===== src/rtl/instr_fetch.sv =====
// Instruction fetch stage: holds the PC, applies static branch prediction
// and buffers fetched instructions in a FIFO queue for the decoder.
module instr_fetch #(
    parameter int          IQ_DEPTH = 16,
    parameter logic [31:0] RESET_PC = 32'h0
) (
    input  logic        clk,
    input  logic        rst_in,
    input  logic        rdy_in,
    input  logic        roll_back,
    input  logic [31:0] rollback_pc,
    output logic [31:0] if_ain,
    input  logic        if_instr_out_en,
    input  logic [31:0] if_instr_out,
    output logic        iq_out_valid,
    output logic [31:0] iq_out_instr,
    output logic [31:0] iq_out_pc,
    output logic        iq_out_pred_taken,
    input  logic        iq_out_ready
);

    localparam int PTR_W = $clog2(IQ_DEPTH);
    localparam logic [PTR_W:0] FULL_CNT = (PTR_W + 1)'(IQ_DEPTH);

    localparam logic [6:0] OP_JAL    = 7'b1101111;
    localparam logic [6:0] OP_BRANCH = 7'b1100011;

    logic [31:0]      pc;
    logic [PTR_W-1:0] head;
    logic [PTR_W-1:0] tail;
    logic [PTR_W:0]   count;

    logic [31:0] iq_instr [IQ_DEPTH];
    logic [31:0] iq_pc    [IQ_DEPTH];
    logic        iq_pred  [IQ_DEPTH];

    logic signed [31:0] imm_j;
    logic signed [31:0] imm_b;
    logic               pred;
    logic [31:0]        next_pc;
    logic               push;
    logic               pop;

    // Static prediction: JAL always taken, backward conditional branches taken.
    always_comb begin
        imm_j   = {{11{if_instr_out[31]}}, if_instr_out[31], if_instr_out[19:12],
                   if_instr_out[20], if_instr_out[30:21], 1'b0};
        imm_b   = {{19{if_instr_out[31]}}, if_instr_out[31], if_instr_out[7],
                   if_instr_out[30:25], if_instr_out[11:8], 1'b0};
        pred    = 1'b0;
        next_pc = pc + 32'd4;
        case (if_instr_out[6:0])
            OP_JAL: begin
                pred    = 1'b1;
                next_pc = pc + $unsigned(imm_j);
            end
            OP_BRANCH: begin
                pred = if_instr_out[31];
                if (if_instr_out[31]) next_pc = pc + $unsigned(imm_b);
            end
            default: ;
        endcase
    end

    // Full is judged before any same-cycle pop, so a full queue never pushes.
    assign push = if_instr_out_en && (count != FULL_CNT);
    assign pop  = iq_out_ready && (count != '0);

    always_ff @(posedge clk or negedge rst_in) begin
        if (!rst_in) begin
            pc    <= RESET_PC;
            head  <= '0;
            tail  <= '0;
            count <= '0;
        end else if (rdy_in) begin
            if (roll_back) begin
                pc    <= rollback_pc;
                head  <= '0;
                tail  <= '0;
                count <= '0;
            end else begin
                if (push) begin
                    tail <= tail + 1'b1;
                    pc   <= next_pc;
                end
                if (pop) head <= head + 1'b1;
                count <= count + {{PTR_W{1'b0}}, push} - {{PTR_W{1'b0}}, pop};
            end
        end
    end

    // Queue payload carries no reset; validity is tracked solely by count.
    always_ff @(posedge clk) begin
        if (rdy_in && !roll_back && push) begin
            iq_instr[tail] <= if_instr_out;
            iq_pc[tail]    <= pc;
            iq_pred[tail]  <= pred;
        end
    end

    assign if_ain            = pc;
    assign iq_out_valid      = (count != '0);
    assign iq_out_instr      = iq_out_valid ? iq_instr[head] : 32'h0;
    assign iq_out_pc         = iq_out_valid ? iq_pc[head]    : 32'h0;
    assign iq_out_pred_taken = iq_out_valid ? iq_pred[head]  : 1'b0;

endmodule


===== config.mk =====
export PLATFORM = sky130hd
export DESIGN_NAME = instr_fetch
export DESIGN_NICKNAME = d
export VERILOG_FILES = /design/src/rtl/instr_fetch.sv
export SDC_FILE = /design/constraint.sdc
export NUM_CORES = 1
export LEC_CHECK = 0
export CORE_MARGIN = 1
export CORE_UTILIZATION = 30
export DETAILED_ROUTE_END_ITERATION = 10
export PLACE_DENSITY = 0.48
export SYNTH_ARGS = -nofsm -noshare
export SYNTH_HDL_FRONTEND = slang
export SYNTH_SLANG_ARGS = --single-unit

===== constraint.sdc =====
create_clock -name clk -period 15.4 [get_ports clk]
set_input_delay 1.54 -clock clk [delete_from_list [all_inputs] [get_ports clk]]
set_output_delay 1.54 -clock clk [all_outputs]
set_load 0.02 [all_outputs]

==> results.yml, run 1 <==
place:
  routabilityCongestion: 0.859
  hpwlAfterDp_um: 72400
  dpl.cell_count: 4474
  place_area_um2: 49900
  io_buffers: 167
  place_ws_ns: 9.71
worst_setup_path:
  cp_max_fo: 111
  slowest_delay_ns: 1.06
  startpoint: "head[0]"
  r2r_start: "count[3]"
  cpMostUsedCell: "mux4_2"
  path_delay_family: "buffers and inverters"
  cp-end-kind: "output port"
  critPathKind: "flip-flop to output port"
  cp_slowest_cell: "dfrtp_4"
  path_cells: "buf_12 > mux4_2 > mux4_2 > and2_1 > clkdlybuf4s50_1"
  crit_path_start_kind: "flip-flop"
  critPathRequiredTime_ns: 13.86
  crit_arrival_ns: 4.62
  crit_buf_inv: 2
final_layout:
  final_util: 0.355
  design_area_um2: 53400
  final_cells: 4671
  drive_gt1_frac: 0.221
  area_delta_synth_final_pct: 17.1
  nets: 2695
sta:
  post-route-period-util: 0.400
  worst_pin_slew_ns: 1.26
  finalHoldViolCount: 0
  drv_slew: 0
  rsz0062_at_grt: "no"
  skew_ns: 0.0239
  fmaxAchievable_ghz: 0.162
  setup_viol: 0
  min_period_ns: 6.16
  tns_ns: 0
  setup_ws_ns: 9.24
  relSlewSlack: 0.160
  timing.hold.ws_ns: 0.591
detailed_routing:
  ant_nets: 0
  drc: 0
  drt-pass1-iter-count: 6
  wl_per_cell_um: 27.8
  viasPerCell: 5.18
  dr.first_iter.drc_count: 2289
  num_vias: 24179
  wirelength_um: 130000
clock_network:
  ctsHoldBuffers: 0
  clk_latency_ns: 0.70
  htree_levels: 3
  clk_path_buf_depth: 3
  post_cts_buffers: 0
  clkSinkCount: 1085
  path_clk_slew_ns: 0.06
  post_cts_resized: 0
  cts_root_buf: "clkbuf_16"
  cts_tree: "yes"
  cts_made_buffers: 107
global_routing:
  first_global_vias: 25290
  track_usage: 0.169
  grt_first_pass_wirelength_um: 186000
  antenna_found_initial: 10
  grt_max_degree: 141
  overflow: 0
pwr:
  pwr-share-clk: 0.293
  leakagePower_nw: 16.7
  power_mw: 9.08
  powerDensity_nw_per_um2: 170
  seq_power_share: 0.398
  peakVddDrop_mv: 0.102
  p_switching_mw: 2.79
  swShare: 0.307
  combinationalPowerShare: 0.309
  p_int_mw: 6.29
die:
  die_area_um2: 154000
  rows: 142
  coreArea_um2: 150000
  start_util: 0.303
  ioPinCount: 168
  die_height_um: 392
  die_x_um: 392
min_path:
  hp-class: "flip-flop to flip-flop"
  hp-start: "tail[0]"
synthesis:
  seq_area_frac_synth: 0.709
  synth_edf_count: 1040
  synth_cell_types: 73
  synth-seq-cells: 1085
  synthCells: 2362
  synth.avg_cell_area_um2: 19.3
  synth-main-ff-cell: "edfxtp_1"
  async_reset_ff_frac: 0.0415
  netlist_area_um2: 45600
  ys_warn_count: 0
  synth_nets: 2490
run:
  max-cap-violations: 0
outcome:
  status: "completed"
cells by family (layout without fill, tap and decap cells):
logic type,Yosys count,in the layout,share of synthesized area
AND/OR/NAND/NOR,364,364,0.0405
other,0,2,0
buffers and inverters,158,449,0.0141
flip-flops,1085,1085,0.709
adder cells (fa/ha/maj),58,58,0.0164
multiplexers,335,335,0.163
AO/OA/AOI/OAI,304,304,0.0457
XOR/XNOR,58,58,0.0111
layout make-up:
type                    instances  area [um^2]
fillers                     14038        96900
flip-flops and latches       1085        32400
multi-input cells            1119        12700
clock buffers                 133         2850
well taps                    2016         2520
repair buffers                224         2120
clock inverters                62          698
inverters                      30          118
diodes                          2         5.00
per-layer routing:
metal | routed length, um | vias to the layer above | global-route usage
met5 | 0 | - | 0
met4 | 2590 | 0 | 0.0441
met2 | 63700 | 765 | 0.280
met1 | 57600 | 13050 | 0.237
met3 | 6100 | 146 | 0.0194
li1 | - | 10218 | -
cells in the mapped netlist (5+ instances only):
cell	number	area share
nand2_1	98	0.0081
nor3_1	21	0.0023
a32o_1	9	0.0020
a31oi_1	13	0.0018
nor4_1	12	0.0016
nor2_1	60	0.0049
o211ai_1	7	0.0012
a21o_1	29	0.0048
and4_1	5	0.00096
and2_1	75	0.010
nand3_1	30	0.0033
edfxtp_1	1040	0.68
nand4_1	19	0.0026
xnor2_1	29	0.0056
mux4_2	325	0.16
o21ai_0	67	0.0074
a211oi_1	7	0.0012
a221oi_1	12	0.0023
buf_2	22	0.0024
o21bai_1	6	0.00099
nor3b_1	6	0.00099
ha_1	55	0.015
buf_1	10	0.00082
dfrtp_1	45	0.025
and3_1	15	0.0021
a21oi_1	72	0.0079
inv_1	30	0.0025
xor2_1	29	0.0056
o31ai_1	5	0.00082
mux2i_1	7	0.0015
nor2b_1	10	0.0014
a22oi_1	6	0.00099
o21a_1	6	0.00099
o22ai_1	13	0.0018
clkbuf_1	92	0.0076
worst paths after layout:
kind,to,slack [ns],cells past startpoint
worst max-delay path,iq_out_instr[22],9.24,5
worst min-delay path,tail[0],0.59,1
worst max register to register,count[4],11.09,17
worst min register to register,tail[0],0.59,1
max in group asynchronous,head[0],13.86,2
min in group asynchronous,head[1],1.01,2
registers in the layout, indices dropped and copies added (netlist names):
register / count
count: 5
head: 4
if_ain: 32
iq_instr: 512
iq_pc: 512
iq_pred: 16
tail: 4
placed cells by master (no fill, tap or decap), types with 13 or more instances in the layout:
master and instances:
a21o_1 29, a21oi_1 72, a31oi_1 13, and2_1 75
buf_4 54, bufinv_16 14, clkbuf_1 22, clkbuf_16 110
clkdlybuf4s50_1 164, clkinv_1 18, clkinv_2 22, dfrtp_1 42
edfxtp_1 1040, ha_1 55, inv_1 29, mux4_2 325
nand2_1 97, nand3_1 30, nand4_1 19, nor2_1 54
nor3_1 21, o21ai_0 67, o22ai_1 13, xnor2_1 29
xor2_1 29
worst register-to-register path, stage by stage, from the launching register on:
cell	delay (ns)
dfrtp_1	0.36
inv_1	0.12
ha_1	0.18
nor3b_1	0.43
nand2_4	0.41
buf_4	0.44
and2_1	0.34
ha_1	0.30
inv_1	0.04
ha_1	0.20
fa_1	0.44
a21oi_1	0.16
nor2_1	0.05
nor2_1	0.11
xnor2_1	0.15
nand2_1	0.07
mux2_2	0.28
o22ai_1	0.12
power groups by stage:
stage	logic, mW	registers [mW]	clock network (mW)
after CTS	2.86	3.62	2.73
after floorplan	1.83	3.61	0
after global routing	2.99	3.64	2.83
after global placement	2.83	3.67	0
after detailed placement	2.85	3.69	0
final	2.80	3.62	2.66
(Power assumes the default switching activity.)
==> inputs of run 2 (changes only) <==
Settings changed: PLACE_DENSITY 0.48 to 0.5.
Clock period 15.4 ns to 5 ns, I/O delays scaled along.
==> run 2 against run 1 <==
Compared with the run above: clock skew grew 0.0072 ns; first-iteration DRC count shrank 13%; design area grew 1.2%; global-route usage grew 0.055 points; flip-flop and latch count is the same; sequential share of layout area is 0.69 points lower; combinational power rose to 3.2 times the previous value; via count is 0.58% higher; die area did not move; final cell count rose by 1.2%.
==> results.yml, run 2 (synthesis results as in run 1) <==
outcome:
  status: "completed"
global_routing:
  antenna_found_initial: 8
  first_global_vias: 25490
  grt_first_pass_wirelength_um: 187000
  grt_max_degree: 66
  overflow: 0
  track_usage: 0.170
sta:
  drv_slew: 0
  finalHoldViolCount: 0
  relSlewSlack: 0.333
  fmaxAchievable_ghz: 0.225
  timing.hold.ws_ns: 0.253
  setup_viol: 0
  skew_ns: 0.0311
  post-route-period-util: 0.889
  rsz0062_at_grt: "no"
  worst_pin_slew_ns: 1.00
  min_period_ns: 4.45
  tns_ns: 0
worst_setup_path:
  crit_arrival_ns: 3.95
  critPathKind: "flip-flop to output port"
  cp_max_fo: 31
  cp-end-kind: "output port"
  critPathRequiredTime_ns: 4.50
  crit_path_start_kind: "flip-flop"
place:
  hpwlAfterDp_um: 74300
  routabilityCongestion: 0.894
  place_area_um2: 50600
  dpl.cell_count: 4520
  io_buffers: 167
pwr:
  p_int_mw: 19.3
  powerDensity_nw_per_um2: 519
  pwr-share-clk: 0.284
  p_switching_mw: 8.72
  seq_power_share: 0.393
  peakVddDrop_mv: 0.278
  combinationalPowerShare: 0.322
  leakagePower_nw: 16.9
  swShare: 0.311
die:
  start_util: 0.303
  ioPinCount: 168
  coreArea_um2: 150000
  rows: 142
  die_x_um: 392
  die_height_um: 392
  die_area_um2: 154000
clock_network:
  path_clk_slew_ns: 0.06
  htree_levels: 3
  cts_tree: "yes"
  clkSinkCount: 1085
  clk_path_buf_depth: 3
  post_cts_resized: 0
  cts_made_buffers: 109
  clk_latency_ns: 0.74
  cts_root_buf: "clkbuf_16"
  post_cts_buffers: 0
final_layout:
  diodes: 0
  final_common_cell: "edfxtp_1"
  fillers: 13939
  multi_input_area_um2: 12800
  regArea_um2: 32400
  final_cell_mix: "edfxtp_1 (1040), mux4_2 (325), clkdlybuf4s50_1 (164), clkbuf_16 (111), nand2_1 (97)"
  design_area_um2: 54000
  nets: 2744
  final_util: 0.359
  area_delta_synth_final_pct: 18.5
  drive_gt1_frac: 0.231
  final_cells: 4725
detailed_routing:
  ant_nets: 0
  drt-pass1-iter-count: 6
  drc: 0
  num_vias: 24319
  wl_per_cell_um: 27.6
  dr.first_iter.drc_count: 1991
  wirelength_um: 130000
  viasPerCell: 5.15
run:
  max-cap-violations: 0
min_path:
  hp-class: "input pin to flip-flop"
[run 2: worst max-delay path, stage by stage (launching register included)]
cell and delay (ns):
dfrtp_4 0.98, buf_4 0.38, mux4_2 0.55, mux4_2 0.47
and2_1 0.25, clkdlybuf4s50_1 0.57
[run 2: worst paths after layout]
kind | from | to | slack [ns] | cells past startpoint
worst max-delay path | head[0] | iq_out_pc[9] | 0.55 | 5
worst min-delay path | roll_back | if_ain[24] | 0.25 | 4
worst max register to register | count[2] | count[4] | 1.07 | 16
worst min register to register | tail[0] | tail[0] | 0.59 | 1
max in group asynchronous | rst_in | head[1] | 4.01 | 3
min in group asynchronous | rst_in | tail[3] | 0.44 | 3
[run 2: routing by layer]
layer,GRT usage,share of wire
met1,0.235,0.44
met2,0.275,0.48
met3,0.0280,0.055
met4,0.0488,0.022
met5,0,0.00015
[run 2: cell type report]
cell class,instances,area share
multi-input combinational,1119,0.237
clock buffer,145,0.0541
clock inverter,59,0.00968
inverter,30,0.00218
sequential,1085,0.599
timing repair buffer,271,0.0514
tap,2016,0.0467
[run 2: power by group through the flow]
stage	clock [mW]	sequential [mW]	combinational [mW]
after detailed placement	0	11.2	9.20
final	7.97	11.0	9.03
after CTS	8.16	11.0	9.23
after global routing	8.47	11.1	9.68
after floorplan	0	11.1	5.65
after global placement	0	11.2	9.13
[run 2: timing repair]
| action | CTS | global route |
|---|---|---|
| endpoints found under the setup margin | 0 | 0 |
| hold buffers | 1 | 0 |
| hold endpoints to repair | 45 | 0 |
[run 2: metrics by stage]
| stage | power [mW] | setup WS (ns) |
|---|---|---|
| global placement | 20.3 | 0.746 |
| detailed placement | 20.4 | 0.706 |
| finish | 28.0 | 0.553 |
| floorplan | 16.8 | -0.549 |
| CTS | 28.4 | 0.453 |
| global route | 29.2 | 0.400 |
==> inputs of run 3 (changes only) <==
Settings changed: TNS_END_PERCENT from default to 30.
==> results of run 3 <==
Same layout as run 2: the final DEF is identical, and so are final timing and power.
